===== config.mk =====
export PLATFORM = sky130hd
export DESIGN_NAME = biriscv_div_issue
export DESIGN_NICKNAME = d
export VERILOG_FILES = /design/src/rtl/biriscv_div_issue_pkg.sv /design/src/rtl/biriscv_div_issue.sv
export SDC_FILE = /design/constraint.sdc
export NUM_CORES = 1
export LEC_CHECK = 0
export BUFFER_PORTS_ARGS = -buffer_cell sky130_fd_sc_hd__clkbuf_2
export CAP_MARGIN = 20
export CORE_AREA = 2 2 159 161
export DETAILED_ROUTE_END_ITERATION = 6
export DIE_AREA = 0 0 161 163
export PLACE_DENSITY = 0.61
export SYNTH_ARGS = -nofsm -noshare
export SYNTH_HDL_FRONTEND = slang
export SYNTH_SLANG_ARGS = --single-unit

===== constraint.sdc =====
create_clock -name clk -period 3.23 [get_ports clk]
set_input_delay 0.1615 -clock clk [delete_from_list [all_inputs] [get_ports clk]]
set_output_delay 0.1615 -clock clk [all_outputs]
set_load 0.03 [all_outputs]

===== src/rtl/biriscv_div_issue_pkg.sv =====
// Shared definitions for the divider issue controller: opcode match
// values/masks for the M-extension divide class and the controller states.
package biriscv_div_issue_pkg;

    localparam logic [31:0] INST_DIV       = 32'h02004033;
    localparam logic [31:0] INST_DIV_MASK  = 32'hfe00707f;
    localparam logic [31:0] INST_DIVU      = 32'h02005033;
    localparam logic [31:0] INST_DIVU_MASK = 32'hfe00707f;
    localparam logic [31:0] INST_REM       = 32'h02006033;
    localparam logic [31:0] INST_REM_MASK  = 32'hfe00707f;
    localparam logic [31:0] INST_REMU      = 32'h02007033;
    localparam logic [31:0] INST_REMU_MASK = 32'hfe00707f;

    typedef enum logic [2:0] {
        DIV_ISS_IDLE,
        DIV_ISS_ISSUE,
        DIV_ISS_WAIT,
        DIV_ISS_RESP,
        DIV_ISS_DRAIN
    } div_iss_state_t;

    // True for any of DIV/DIVU/REM/REMU
    function automatic logic is_div_op(input logic [31:0] op);
        return ((op & INST_DIV_MASK)  == INST_DIV)  ||
               ((op & INST_DIVU_MASK) == INST_DIVU) ||
               ((op & INST_REM_MASK)  == INST_REM)  ||
               ((op & INST_REMU_MASK) == INST_REMU);
    endfunction

endpackage


===== src/rtl/biriscv_div_issue.sv =====
// Issue-side controller for the iterative divider: accepts one op, pulses
// the divider, waits for its writeback and hands the result to writeback.
// Optional watchdog enabled by defining BIRISCV_DIV_TIMEOUT_EN.
module biriscv_div_issue
    import biriscv_div_issue_pkg::*;
#(
    parameter int unsigned TIMEOUT_CYCLES = 64
)(
    input  logic        clk,
    input  logic        rst,
    input  logic        req_valid_i,
    output logic        req_ready_o,
    input  logic [31:0] req_opcode_i,
    input  logic [31:0] req_pc_i,
    input  logic [4:0]  req_rd_idx_i,
    input  logic [4:0]  req_ra_idx_i,
    input  logic [4:0]  req_rb_idx_i,
    input  logic [31:0] req_ra_operand_i,
    input  logic [31:0] req_rb_operand_i,
    input  logic        flush_i,
    output logic        div_opcode_valid_o,
    output logic [31:0] div_opcode_opcode_o,
    output logic [31:0] div_opcode_pc_o,
    output logic        div_opcode_invalid_o,
    output logic [4:0]  div_opcode_rd_idx_o,
    output logic [4:0]  div_opcode_ra_idx_o,
    output logic [4:0]  div_opcode_rb_idx_o,
    output logic [31:0] div_opcode_ra_operand_o,
    output logic [31:0] div_opcode_rb_operand_o,
    input  logic        div_writeback_valid_i,
    input  logic [31:0] div_writeback_value_i,
    output logic        wb_valid_o,
    input  logic        wb_ready_i,
    output logic [4:0]  wb_rd_idx_o,
    output logic [31:0] wb_pc_o,
    output logic [31:0] wb_value_o,
    output logic        busy_o,
    output logic [4:0]  pending_rd_o,
    output logic        timeout_o
);

    div_iss_state_t state_q, state_d;

    logic [31:0] opcode_q, pc_q, ra_q, rb_q, value_q;
    logic [4:0]  rd_q, ra_idx_q, rb_idx_q;
    logic        accept;
    logic        to_expire;

    // A flush in IDLE withdraws ready so the issue stage never sees a false accept
    assign req_ready_o = (state_q == DIV_ISS_IDLE) && !flush_i;
    assign accept      = req_valid_i && req_ready_o;

    // Next-state logic; flush outranks writeback and wb_ready
    always_comb begin
        state_d = state_q;
        case (state_q)
            DIV_ISS_IDLE:  if (accept) state_d = is_div_op(req_opcode_i) ? DIV_ISS_ISSUE : DIV_ISS_RESP;
            DIV_ISS_ISSUE: state_d = flush_i ? DIV_ISS_DRAIN : DIV_ISS_WAIT;
            DIV_ISS_WAIT: begin
                if (flush_i)                    state_d = DIV_ISS_DRAIN;
                else if (div_writeback_valid_i) state_d = DIV_ISS_RESP;
                else if (to_expire)             state_d = DIV_ISS_IDLE;
            end
            DIV_ISS_RESP:  if (flush_i || wb_ready_i) state_d = DIV_ISS_IDLE;
            DIV_ISS_DRAIN: if (div_writeback_valid_i || to_expire) state_d = DIV_ISS_IDLE;
            default:       state_d = DIV_ISS_IDLE;
        endcase
    end

    // State register
    always_ff @(posedge clk) begin
        if (rst) state_q <= DIV_ISS_IDLE;
        else     state_q <= state_d;
    end

    // Request capture and result latch; non-div ops retire with a zero value
    always_ff @(posedge clk) begin
        if (rst) begin
            opcode_q <= '0;
            pc_q     <= '0;
            rd_q     <= '0;
            ra_idx_q <= '0;
            rb_idx_q <= '0;
            ra_q     <= '0;
            rb_q     <= '0;
            value_q  <= '0;
        end else if (accept) begin
            opcode_q <= req_opcode_i;
            pc_q     <= req_pc_i;
            rd_q     <= req_rd_idx_i;
            ra_idx_q <= req_ra_idx_i;
            rb_idx_q <= req_rb_idx_i;
            ra_q     <= req_ra_operand_i;
            rb_q     <= req_rb_operand_i;
            value_q  <= '0;
        end else if (state_q == DIV_ISS_WAIT && div_writeback_valid_i && !flush_i) begin
            value_q  <= div_writeback_value_i;
        end
    end

    assign div_opcode_valid_o      = (state_q == DIV_ISS_ISSUE);
    assign div_opcode_opcode_o     = opcode_q;
    assign div_opcode_pc_o         = pc_q;
    assign div_opcode_invalid_o    = 1'b0;
    assign div_opcode_rd_idx_o     = rd_q;
    assign div_opcode_ra_idx_o     = ra_idx_q;
    assign div_opcode_rb_idx_o     = rb_idx_q;
    assign div_opcode_ra_operand_o = ra_q;
    assign div_opcode_rb_operand_o = rb_q;

    assign wb_valid_o  = (state_q == DIV_ISS_RESP) && !flush_i;
    assign wb_rd_idx_o = rd_q;
    assign wb_pc_o     = pc_q;
    assign wb_value_o  = value_q;

    assign busy_o       = (state_q != DIV_ISS_IDLE);
    assign pending_rd_o = (state_q == DIV_ISS_ISSUE || state_q == DIV_ISS_WAIT ||
                           state_q == DIV_ISS_RESP) ? rd_q : '0;

`ifdef BIRISCV_DIV_TIMEOUT_EN
    localparam int unsigned TO_W = $clog2(TIMEOUT_CYCLES + 1);

    logic [TO_W-1:0] to_count_q;
    logic            timeout_q;
    logic            to_fire;

    assign to_expire = (state_q == DIV_ISS_WAIT || state_q == DIV_ISS_DRAIN) &&
                       (to_count_q == TO_W'(TIMEOUT_CYCLES - 1));
    // Expiry only counts when no writeback or flush already moves the FSM
    assign to_fire   = to_expire && !div_writeback_valid_i &&
                       !(flush_i && state_q == DIV_ISS_WAIT);

    // Watchdog: restart on entry to WAIT/DRAIN, sticky flag until reset
    always_ff @(posedge clk) begin
        if (rst) begin
            to_count_q <= '0;
            timeout_q  <= 1'b0;
        end else begin
            if ((state_d == DIV_ISS_WAIT || state_d == DIV_ISS_DRAIN) && state_d != state_q)
                to_count_q <= '0;
            else if (state_q == DIV_ISS_WAIT || state_q == DIV_ISS_DRAIN)
                to_count_q <= to_count_q + 1'b1;
            if (to_fire)
                timeout_q <= 1'b1;
        end
    end

    assign timeout_o = timeout_q;
`else
    assign to_expire = 1'b0;
    assign timeout_o = 1'b0;
`endif

endmodule


==> results.md <==
- Area growth from synthesis to layout: 57.2%
- Comb pwr share: roughly a fifth
- Crit path time final: roughly 2.3 ns
- Clock root cell: clkbuf_16
- Synth unique cells: 35
- Max Slew Vio Count: 0
- Via Count: 8361
- Clk sink count: 178
- Mean Syn Cell Area: around 8 µm²
- Die width: 161 µm
- Data arrival, critical path: 2.14 ns
- Sw Pwr: about 0.0018 W
- Relative slew margins: 38.3%
- DRC violations left: 0
- Maximum VDD drop: 294 µV
- Worst slew pin tran: 0.925 ns
- Yosys top cell area share: about half
- IO Port Bufs: 401
- Hold Path Stages: 3
- First-pass GRT wire length: 43500 µm
- Clock Power Share: a little over a third
- Tot Pwr: 0.00550 W
- Hold Crit Start: div_writeback_value_i[14]
- Leading area contributor after synthesis: dfxtp_1
- Final worst slack: around 0.93 ns
- Hold WC Path Type: in2reg
- Post-Route WL: 28000 µm
- Areal power density over the cells: ~490 nW/µm²
- Synth Area in XOR/XNOR: 0.122%
- Critical path class: reg2out
- Crit path cell chain: or4_4, inv_6, clkbuf_2
- Synthesis Warnings: 0
- WP data required: 3.07 ns
- Initial antenna violation count: 0
- EDFF count, synth: 0
- Top_reg_cell synth: dfxtp_1
- Hold buffers post-CTS: between 150 and 200
- Number of failing hold endpoints at the final stage: 0
- DR vias/cell: 4.96
- Post-DP HPWL: 17300 µm
- WL/cell: 16.6 µm
- Post-synthesis simple-gate area fraction: 14.4%
- Crit-path max FO: 50
- Diode count: 0
- Post-Syn Area: 7200 µm²
- Final Non-Filler Cells: 1686
- Die Area: 26200 µm²
- Vias in the first global route: roughly 8.3k
- MaxCap Viol Count: 0
- Clock Tree Buf Depth: 2
- Final core utilization: between 40 and 50%
- CTS Buf Count: 17
- Static Leak: 4.83 nW
- Gr usage total: 20.4%
- Setup tns final: 0 ns
- Reg power frac: 42.9%
- Critical Path End Type: output port
- Largest net degree at the start of global routing: 146
- Nets: about 1.5k
- CTS H-Tree Depth: 4
- Outcome: finished, final reports clean
- CTS tree: done
- Final period util: a little under three quarters
- Placer congestion estimate: 0.793
- Core box area: 24700 µm²
- Initial DRT Pass Iterations: 6
- CTS clk-pin slew, worst paths: 0.07 ns
- First DRT Iteration DRCs: 761
- Hold Path End: wb_value_o[14]
- Seq cells post-synth: 178
- Worst r2r src: state_q[2]
- Post-Syn Instances: about 880
- Switching Fraction: between 30% and 40%
- Post-CTS setup buffer count: 0
- Synth Area in Compound Gates: 25.0%
- Synth Area in Adders: 0%
- CP max-delay cell: or4_4
- Max Clock Skew: ~0.011 ns
- Synth area leaders: dfxtp_1, a21oi_1, nand3_1, o21ai_0, buf_4
- Initial core utilization: 29.2%
- DP Worst Slack: around 1.1 ns
- DIE HEIGHT: roughly 160 µm
- Grt total ovfl: 0
- Reg2reg path depth: 5
- Synth async-reset ratio: 0%
- Main combinational cell family by area after synthesis: compound AO/OA/AOI/OAI gates
- Multiplexer area fraction after synthesis: 0.139%
- Reg2reg setup slack: 1.09 ns
- Critical path's largest stage delay: between 0.6 and 0.7 ns
- RSZ-0062 raised after global routing: no
- Placed insts: around 1.5k
- Internal cell power: 0.00373 W
- RR Endpoint: wb_value_o[0]
- Layout cells sized above 1: around 33%
- I/O pin cnt: 404
- Fmax: around 440 MHz
- Final setup violation count: 0
- Register area share after synthesis: 49.5%
- Antenna Violating Nets Remaining: 0
- Fillers: 2417
- Clk Latency, worst-skew pair: ~0.42 ns
- CTS resizes: 0
- Crit path launch type: register
- Rows: 58
-- flip-flops by register name (all words and copies together) (netlist names) --
register and cells:
div_opcode_pc_o 32, div_opcode_rb_idx_o 5, div_opcode_ra_idx_o 5, wb_value_o 32, div_opcode_rd_idx_o 5, state_q 3
div_opcode_ra_operand_o 32, div_opcode_opcode_o 32, div_opcode_rb_operand_o 32
-- per-layer routing --
metal,global-route usage [%],part of all wire [%]
met1,24.3,41
met2,35.5,49
met3,5.30,7.0
met4,7.31,2.8
met5,0,0
-- critical path: cells and delay by family (launching register included) --
kind          cells  cell delay (ns)
buf+inv           2             0.64
flops             1             0.42
simple gates      1             0.63
-- logic make-up (layout without fill, tap and decap cells) --
group,count (synthesis),after routing
other,1,2
AND/OR/NAND/NOR,199,199
multiplexers,1,1
XOR/XNOR,1,1
AO/OA/AOI/OAI,356,356
buffers and inverters,139,619
flip-flops,178,178
-- metrics by stage --
stage | area, µm² | hold slack [ns]
2_1_floorplan | 7200 | 0.309
3_3_place_gp | 9060 | 0.395
3_5_place_dp | 9060 | 0.402
4_1_cts | 11300 | 0.00258
5_1_grt | 11300 | 0.0198
6_report | 11300 | 0.0241
-- power by group through the flow --
stage                     combinational (W)  sequential [W]  clock (W)
after floorplan                    0.000474         0.00259          0
after global placement             0.000985         0.00240          0
after detailed placement           0.000986         0.00241          0
after CTS                           0.00115         0.00236    0.00205
after global routing                0.00124         0.00237    0.00215
final                               0.00115         0.00236    0.00199
-- placed cells by master (no fill, tap or decap), types with 4 or more instances in the layout --
master / netlist / final
o21ai_0: 156 / 156
buf_4: 39 / 8
nor2_1: 4 / 4
clkbuf_2: 0 / 399
o21ai_1: 19 / 19
inv_6: 1 / 5
a21oi_1: 176 / 176
dlygate4sd3_1: 0 / 170
dfxtp_1: 178 / 178
clkinvlp_4: 0 / 4
buf_12: 0 / 7
and2_1: 5 / 5
clkbuf_16: 0 / 17
nand3_1: 176 / 176
inv_8: 0 / 4
-- synthesized netlist by cell type (2+ instances only) --
cell and number:
clkbuf_1 64, and2_1 5, o21ai_1 19, buf_6 10, or3_1 2, nor2_1 4, o21ai_0 156, a21oi_1 176
buf_2 22, dfxtp_1 178, buf_4 39, nor3_1 2, nand3_1 176
-- worst max path at each step --
stage	endpoint	start	depth (start not counted)	slack, ns
after detailed placement	wb_value_o[28]	state_q[2]	5	1.10
after global placement	wb_value_o[21]	state_q[2]	5	1.13
final	req_ready_o	state_q[2]	3	0.93
after CTS	req_ready_o	state_q[2]	3	0.90
after floorplan	div_opcode_pc_o[0]	state_q[0]	7	1.53
after global routing	req_ready_o	state_q[2]	3	0.83
-- final cells by class --
type / count / area (µm²) / share of cell area, %
clock buffers: 18 / 429 / 3.79
clock inverters: 14 / 120 / 1.06
inverters: 3 / 18.8 / 0.166
multi-input cells: 559 / 2870 / 25.4
flip-flops and latches: 178 / 3560 / 31.5
well taps: 330 / 413 / 3.65
repair buffers: 584 / 3900 / 34.5
Power figures use the tool's default switching activity.
